### src/rtl/pipe_reg_chain_pkg.sv
// Shared constants for the inter-stage pipeline registers.
package pipe_reg_chain_pkg;

    // Defaults for a generic chain instance
    localparam int unsigned DEF_WIDTH = 32;
    localparam int unsigned DEF_DEPTH = 2;
    localparam logic [DEF_WIDTH-1:0] DEF_RESET_VAL = '0;

    // Payload widths of the KGP_RISC inter-stage registers
    localparam int unsigned IF_ID_W  = 64;
    localparam int unsigned ID_EX_W  = 128;
    localparam int unsigned EX_MEM_W = 72;

    // Width of an occupancy counter able to hold 0..depth
    function automatic int unsigned cnt_w(input int unsigned depth);
        return $clog2(depth + 1);
    endfunction

endpackage

### src/rtl/pipe_reg_chain_if.sv
// Handshake bundle between an upstream producer, the register chain and a downstream consumer.
interface pipe_reg_chain_if
    import pipe_reg_chain_pkg::*;
#(
    parameter int unsigned WIDTH = DEF_WIDTH,
    parameter int unsigned DEPTH = DEF_DEPTH
);

    localparam int unsigned CW = cnt_w(DEPTH);

    logic             flush;
    logic             in_valid;
    logic             in_ready;
    logic [WIDTH-1:0] in_data;
    logic             out_valid;
    logic             out_ready;
    logic [WIDTH-1:0] out_data;
    logic [CW-1:0]    count;

    // Environment side: produces input words, consumes output words
    modport master (
        output flush, in_valid, in_data, out_ready,
        input  in_ready, out_valid, out_data, count
    );

    // Chain side
    modport slave (
        input  flush, in_valid, in_data, out_ready,
        output in_ready, out_valid, out_data, count
    );

endinterface

### src/rtl/pipe_reg_chain_stage.sv
// One elastic pipeline stage: a data register plus its valid flop.
module pipe_reg_stage
    import pipe_reg_chain_pkg::*;
#(
    parameter int unsigned      WIDTH     = DEF_WIDTH,
    parameter logic [WIDTH-1:0] RESET_VAL = WIDTH'(DEF_RESET_VAL)
) (
    input  logic             clk,
    input  logic             rst,
    input  logic             load,
    input  logic             flush,
    input  logic             in_valid,
    input  logic [WIDTH-1:0] in_data,
    output logic             valid,
    output logic [WIDTH-1:0] data
);

    // Valid bit: cleared by flush, otherwise follows the upstream valid when loading
    always_ff @(posedge clk or posedge rst) begin
        if (rst) begin
            valid <= 1'b0;
        end else if (flush) begin
            valid <= 1'b0;
        end else if (load) begin
            valid <= in_valid;
        end
    end

    // Data only captures real words; bubbles and flushes leave it untouched
    always_ff @(posedge clk or posedge rst) begin
        if (rst) begin
            data <= RESET_VAL;
        end else if (load && in_valid && !flush) begin
            data <= in_data;
        end
    end

endmodule

### src/rtl/pipe_reg_chain.sv
// Elastic pipeline register chain with bubble collapsing, flush and occupancy count.
module pipe_reg_chain
    import pipe_reg_chain_pkg::*;
#(
    parameter int unsigned      WIDTH     = DEF_WIDTH,
    parameter int unsigned      DEPTH     = DEF_DEPTH,
    parameter logic [WIDTH-1:0] RESET_VAL = WIDTH'(DEF_RESET_VAL)
) (
    input  logic             clk,
    input  logic             rst,
    pipe_reg_chain_if.slave  bus
);

    localparam int unsigned CW = cnt_w(DEPTH);

    logic [DEPTH-1:0] vld;
    logic [WIDTH-1:0] dat [DEPTH];
    logic [DEPTH-1:0] rdy;
    logic [CW-1:0]    cnt;

    // Ready ripples from the output back to the input so any bubble is filled at once
    always_comb begin
        logic r;
        r   = bus.out_ready;
        rdy = '0;
        for (int i = int'(DEPTH) - 1; i >= 0; i--) begin
            r      = ~vld[i] | r;
            rdy[i] = r;
        end
    end

    // Stage instances; stage 0 faces the producer
    for (genvar g = 0; g < DEPTH; g++) begin : g_stage
        logic             s_valid_in;
        logic [WIDTH-1:0] s_data_in;

        if (g == 0) begin : g_head
            assign s_valid_in = bus.in_valid & ~bus.flush;
            assign s_data_in  = bus.in_data;
        end else begin : g_body
            assign s_valid_in = vld[g-1];
            assign s_data_in  = dat[g-1];
        end

        pipe_reg_stage #(
            .WIDTH     (WIDTH),
            .RESET_VAL (RESET_VAL)
        ) u_stage (
            .clk      (clk),
            .rst      (rst),
            .load     (rdy[g]),
            .flush    (bus.flush),
            .in_valid (s_valid_in),
            .in_data  (s_data_in),
            .valid    (vld[g]),
            .data     (dat[g])
        );
    end

    // Occupancy is the popcount of the valid vector
    always_comb begin
        cnt = '0;
        for (int unsigned i = 0; i < DEPTH; i++) begin
            cnt = cnt + CW'(vld[i]);
        end
    end

    assign bus.in_ready  = rdy[0] & ~bus.flush;
    assign bus.out_valid = vld[DEPTH-1];
    assign bus.out_data  = dat[DEPTH-1];
    assign bus.count     = cnt;

endmodule

### src/flat_wrapper.sv
// flat-port wrapper written by rule: the top's interface ports become plain ports
module pipe_reg_chain_flat import pipe_reg_chain_pkg::*;
#(
    parameter int unsigned      WIDTH     = DEF_WIDTH,
    parameter int unsigned      DEPTH     = DEF_DEPTH,
    parameter logic [WIDTH-1:0] RESET_VAL = WIDTH'(DEF_RESET_VAL)
)
  (clk, rst, bus_flush, bus_in_valid, bus_in_data, bus_out_ready, bus_in_ready, bus_out_valid, bus_out_data, bus_count);
  pipe_reg_chain_if #(.WIDTH(WIDTH), .DEPTH(DEPTH)) bus_i ();
  input  logic clk;
  input  logic rst;
  input wire logic [$bits(bus_i.flush)-1:0] bus_flush;
  input wire logic [$bits(bus_i.in_valid)-1:0] bus_in_valid;
  input wire logic [$bits(bus_i.in_data)-1:0] bus_in_data;
  input wire logic [$bits(bus_i.out_ready)-1:0] bus_out_ready;
  output wire logic [$bits(bus_i.in_ready)-1:0] bus_in_ready;
  output wire logic [$bits(bus_i.out_valid)-1:0] bus_out_valid;
  output wire logic [$bits(bus_i.out_data)-1:0] bus_out_data;
  output wire logic [$bits(bus_i.count)-1:0] bus_count;
  assign bus_i.flush = bus_flush;
  assign bus_i.in_valid = bus_in_valid;
  assign bus_i.in_data = bus_in_data;
  assign bus_i.out_ready = bus_out_ready;
  assign bus_in_ready = bus_i.in_ready;
  assign bus_out_valid = bus_i.out_valid;
  assign bus_out_data = bus_i.out_data;
  assign bus_count = bus_i.count;
  pipe_reg_chain #(.WIDTH(WIDTH), .DEPTH(DEPTH), .RESET_VAL(RESET_VAL)) u_core (.clk(clk), .rst(rst), .bus(bus_i));
endmodule
### config.mk
export PLATFORM = sky130hd
export DESIGN_NAME = pipe_reg_chain_flat
export DESIGN_NICKNAME = d
export VERILOG_FILES = /design/src/rtl/pipe_reg_chain_pkg.sv /design/src/rtl/pipe_reg_chain_if.sv /design/src/rtl/pipe_reg_chain_stage.sv /design/src/rtl/pipe_reg_chain.sv /design/src/flat_wrapper.sv
export SDC_FILE = /design/constraint.sdc
export NUM_CORES = 1
export LEC_CHECK = 0
export BUFFER_PORTS_ARGS = -buffer_cell sky130_fd_sc_hd__buf_2
export CAP_MARGIN = 10
export CORE_ASPECT_RATIO = 1.25
export CORE_MARGIN = 1
export CORE_UTILIZATION = 35
export DETAILED_ROUTE_END_ITERATION = 8
export PLACE_DENSITY = 0.67
export REMOVE_ABC_BUFFERS = 1
export SYNTH_ARGS = -nofsm -noshare
export SYNTH_HDL_FRONTEND = slang
export SYNTH_SLANG_ARGS = --single-unit
### constraint.sdc
create_clock -name clk -period 5.25 [get_ports clk]
set_clock_uncertainty 0.1 [all_clocks]
set_input_delay 0.7875 -clock clk [delete_from_list [all_inputs] [get_ports clk]]
set_output_delay 0.7875 -clock clk [all_outputs]
set_load 0.01 [all_outputs]
### Word-level counts from Yosys, hierarchy flattened

Cells that the tools add are included.

| word-level totals | value |
|---|---|
| register bits | 66 |
| word-level logic and storage cells | 23 |

| cells by class | value |
|---|---|
| $add $sub $neg | 1 |
| multiplexer cells | 4 |
| bitwise gates (word level) | 7 |
| reduce and logical (&&, ||, !) cells | 7 |

Operator list:

| operator | number |
|---|---|
| 1-bit logical AND | 4 |
| 1-bit two-way mux | 4 |
| 2-bit nonzero test | 2 |
| 1-bit inverter | 3 |
| 1-bit by 1-bit adder with 2-bit output | 1 |
| 1-bit bitwise AND | 2 |
| 1-bit bitwise OR | 2 |
| 1-bit logical NOT | 1 |

### Logic depth before layout (Yosys ltp)

| logic depth | value |
|---|---|
| depth in word-level cells | 5 |
| gate-level depth with buffers | 5 |
| gate-level depth less buffers | 3 |

### Modules after synthesis

A second synthesis with hierarchy kept.

| unflattened totals | value |
|---|---|
| cell total of the unflattened synthesis | 149 |
| area total of the unflattened synthesis | 2798.9 um2 |

Modules (own cells, without submodules):

| module | instances | cells an instance | area each (um2) | seq. area each (um2) |
|---|---|---|---|---|
| pipe_reg_stage | 2 | 72 | 1370.1 | 825.8 |
| pipe_reg_chain | 1 | 5 | 58.8 | 0.0 |

### Least setup slack after synthesis

OpenSTA, ideal clock, no wires.

| timing | value |
|---|---|
| path kind | input to register |
| start | in bus_out_ready |
| end | reg u_core.g_stage[0].u_stage.data[0] |
| data arrival time | 1.886 ns |
| data required time | 5.025 ns |
| path slack | 3.139 ns |
| cell stages on the path | 5 |
| buffers on the path | 2 |
| path through | and3b_1 > or3b_1 > buf_2 > buf_6 > mux2_4 |

| on the way | value |
|---|---|
| word-level cells in the longest chain between the ends | 4 |

Ends and longest elaborated chain:

| item | line | source |
|---|---|---|
| start, declared | flat_wrapper.sv:15 | `input wire logic [$bits(bus_i.out_ready)-1:0] bus_out_ready;` |
| 1-bit bitwise OR (2 in series) | pipe_reg_chain.sv:27 | `r = ~vld[i] \| r;` |
| 1-bit logical AND (2 in series) | pipe_reg_chain_stage.sv:33 | `end else if (load && in_valid && !flush) begin` |
| end signal, assigned | pipe_reg_chain_stage.sv:34 | `data <= in_data;` |
| end, declared | pipe_reg_chain_stage.sv:15 | `output logic [WIDTH-1:0] data` |

No other way between the ends.
A chain may end at the register's enable or synchronous reset.

### Worst setup path in the final report

| timing | value |
|---|---|
| start | in bus_out_ready |
| end | out bus_in_ready |

| on the way | value |
|---|---|
| word-level cells in the longest chain between the ends | 3 |

Ends and longest elaborated chain:

| item | line | source |
|---|---|---|
| 1-bit bitwise OR (2 in series) | pipe_reg_chain.sv:27 |  |
| 1-bit bitwise AND | pipe_reg_chain.sv:68 | `assign bus.in_ready = rdy[0] & ~bus.flush;` |
| end, declared | flat_wrapper.sv:16 | `output wire logic [$bits(bus_i.in_ready)-1:0] bus_in_ready;` |

No other way between the ends.

==> results by group <==
Setup path
  – Nature of the critical path startpoint: input port
  – CP required: 4360 ps
  – Worst Setup End Kind: primary output
  – Worst reg-to-reg setup slack: 3240 ps
  – Crit Path Max Fanout: 3
  – Reg-to-Reg End: u_core.g_stage[0].u_stage.data[7]$_DFFE_PP0P_
  – R2R cell count: 4
  – Critical R2R Launch: u_core.g_stage[0].u_stage.valid$_DFFE_PP0P_
  – WS Path Type: input port to primary output
  – CP arrival: 1290 ps

Clocking
  – Post-CTS Setup Repair Bufs: 0
  – Total CTS buffers: 9
  – CTS tree: yes
  – Reg clk slew, reported paths: 70 ps
  – CTS root buffer: clkbuf_8
  – CTS Sinks: 66
  – H-tree depth: 3
  – Skew-Pair Late Insertion Delay: 330 ps
  – Post-CTS sizing: 0
  – Clock Path Buffers: 2
  – Hold Buf Count CTS: 0

Drt
  – Top Metal Used: met4
  – Number of remaining DRC errors: 0
  – Vias after detailed routing: 1440
  – First-pass DRT Iterations: 3
  – Final WL: 4660 um
  – WL met2: 2250 um
  – Starting DRT DRC Count: 34
  – Antenna violation net count after detailed routing: 0
  – WL met3: 186 um
  – Via density: 4.49
  – WL per Instance: 14.5 um
  – DRT met1 WL: 2120 um

Layout
  – Layout overhead on the synthesized area: 24.1%
  – Layout Nets: 265
  – Number of diodes: 0
  – Layout cells sized above 1: 66.7%

Die
  – Die Span X: 79.2 um
  – Die height: 98.5 um
  – Die area: 7800 um2
  – Std cell rows: 34
  – Core area: 7060 um2
  – Initial Util: 36.9%
  – Top Ports: 73

Job
  – Max cap viols: 0

Power and ir drop
  – Comb pwr share: 21.2%
  – P_sw: 355 uW
  – P_leak: 0.00164 uW
  – Cell Pwr Density: 427 nW/um2
  – Pint: 1030 uW
  – Switching Fraction: 25.7%
  – Worst VDD drop: 0.137 mV
  – Clock power frac: 29.4%
  – Total Power: 1380 uW
  – Sequential Power Share: 49.4%

STA
  – Final Hold Fails: 0
  – Unrepaired setup endpoints after global routing: false
  – Max Slew Vio Count: 0
  – Final setup fails: 0
  – Setup TNS: 0 ps
  – Slew HR: 59.3%
  – Final worst-path cycle share: 41.5%
  – Fmax: 459 MHz
  – Minimum clock period: 2180 ps
  – Worst Tran Pin Value: 610 ps

Status
  – Status: finished clean

GRT
  – Antenna violations before repair: 0
  – First-pass GRT wire length: 7850 um
  – Total Routing Usage GR: 13.6%
  – Gr ovfl total: 0
  – Vias in the first global route: 1568
  – Largest net degree at the start of global routing: 43

Worst hold path
  – Worst min-delay path category: input port to async pin

Placed design
  – Hpwl dp: 2970 um
  – RePlAce Congestion: 0.666
  – IO Port Bufs: 72

Logic synthesis
  – Synth Flop Type: dfrtp_1
  – Syn Inst Count: 148
  – Count leader, synth: dfrtp_1
  – Synth area leaders: dfrtp_1, mux2_4, mux2_2
  – FFs w/ async S/R, synth: 100%
  – Sequential area share after synthesis: 63.4%
  – Area leader, netlist: dfrtp_1
  – Syn avg cell area: 17.6 um2
  – Synth Register Bits: 66
  – EDFF count, synth: 0
  – Ys Warns: 0
  – Synth unique cells: 13
  – Top cell type's share of synthesized area: 63.4%
  – Top cells by count, synth: dfrtp_1, mux2_2, mux2_4, buf_2
  – Synth Cell Area: 2610 um2
## critical path: stages
cell and delay, ps:
buf_2 100, and3b_1 230, nor2_1 50, buf_2 130
## metrics by stage
stage / cells / hold WS [ps] / util, % / worst slack [ps] / instance area (um2)
finish: 321 / 377 / 45.8 / 3070 / 3230
detailed placement: 306 / 388 / 43.2 / 2820 / 3050
CTS: 321 / 376 / 45.8 / 3060 / 3230
floorplan: 141 / 375 / - / 2470 / 2550
global route: 321 / 400 / 45.8 / 3010 / 3230
global placement: 306 / 383 / 43.2 / 2830 / 3050
## worst max path at each step
stage	endpoint	cells after the start	slack (ps)	startpoint
finish	bus_in_ready	4	3070	bus_out_ready
global route	bus_in_ready	4	3010	bus_out_ready
CTS	bus_in_ready	4	3060	bus_out_ready
detailed placement	u_core.g_stage[0].u_stage.data[15]$_DFFE_PP0P_	5	2820	bus_out_ready
global placement	u_core.g_stage[0].u_stage.data[26]$_DFFE_PP0P_	5	2830	bus_out_ready
floorplan	u_core.g_stage[0].u_stage.data[3]$_DFFE_PP0P_	3	2470	bus_out_ready
## power groups by stage
stage | combinational [uW] | clock, uW | sequential, uW
after floorplan | 148 | 0 | 718
after global placement | 293 | 0 | 689
after detailed placement | 298 | 0 | 691
after CTS | 299 | 425 | 683
after global routing | 318 | 446 | 699
final | 293 | 406 | 681
## cell usage in the layout, fill, tap and decap left out
cell       synthesis  final
ha_1               1      1
buf_2              4     72
mux2_4            30     30
nor2_1             3      3
buf_4              0      3
and3b_1            1      1
clkbuf_8           0     10
inv_1              2      1
nand3b_1           1      1
mux2_2            34     34
clkinv_2           0      2
inv_2              0      1
clkbuf_1           0      2
a21oi_1            1      1
or3b_2             0      1
nand2b_1           1      1
bufinv_16          0      1
dfrtp_1           66     66
## cell families (layout without fill, tap and decap cells)
| family | Yosys count | count (layout) | synth area share [%] |
|---|---|---|---|
| DFF | 66 | 66 | 63.4 |
| and+or+nand+nor | 7 | 7 | 1.63 |
| buffers and inverters | 9 | 92 | 2.35 |
| muxes | 64 | 64 | 32.0 |
| AOI/OAI and AO/OA | 1 | 1 | 0.192 |
| adders and majority gates | 1 | 1 | 0.480 |
## layout make-up
type,count,area (um2)
Sequential cell,66,1650
Inverter,2,7.51
Clock buffer,12,145
Multi-Input combinational cell,73,893
Fill cell,687,3830
Timing Repair Buffer,75,383
Clock inverter,3,40.0
Tap cell,90,113
## metal layers
metal  vias up  track usage (%)
li1        667                -
met1       726             17.8
met2        40             20.3
met3         7             3.52
met4         0             7.97
met5         -                0
## flip-flops by register name (all words and copies together), names as in the netlist
signal,cells
u_core.g_stage.u_stage.data,64
u_core.g_stage.u_stage.valid,2
Power figures use the tool's default switching activity.
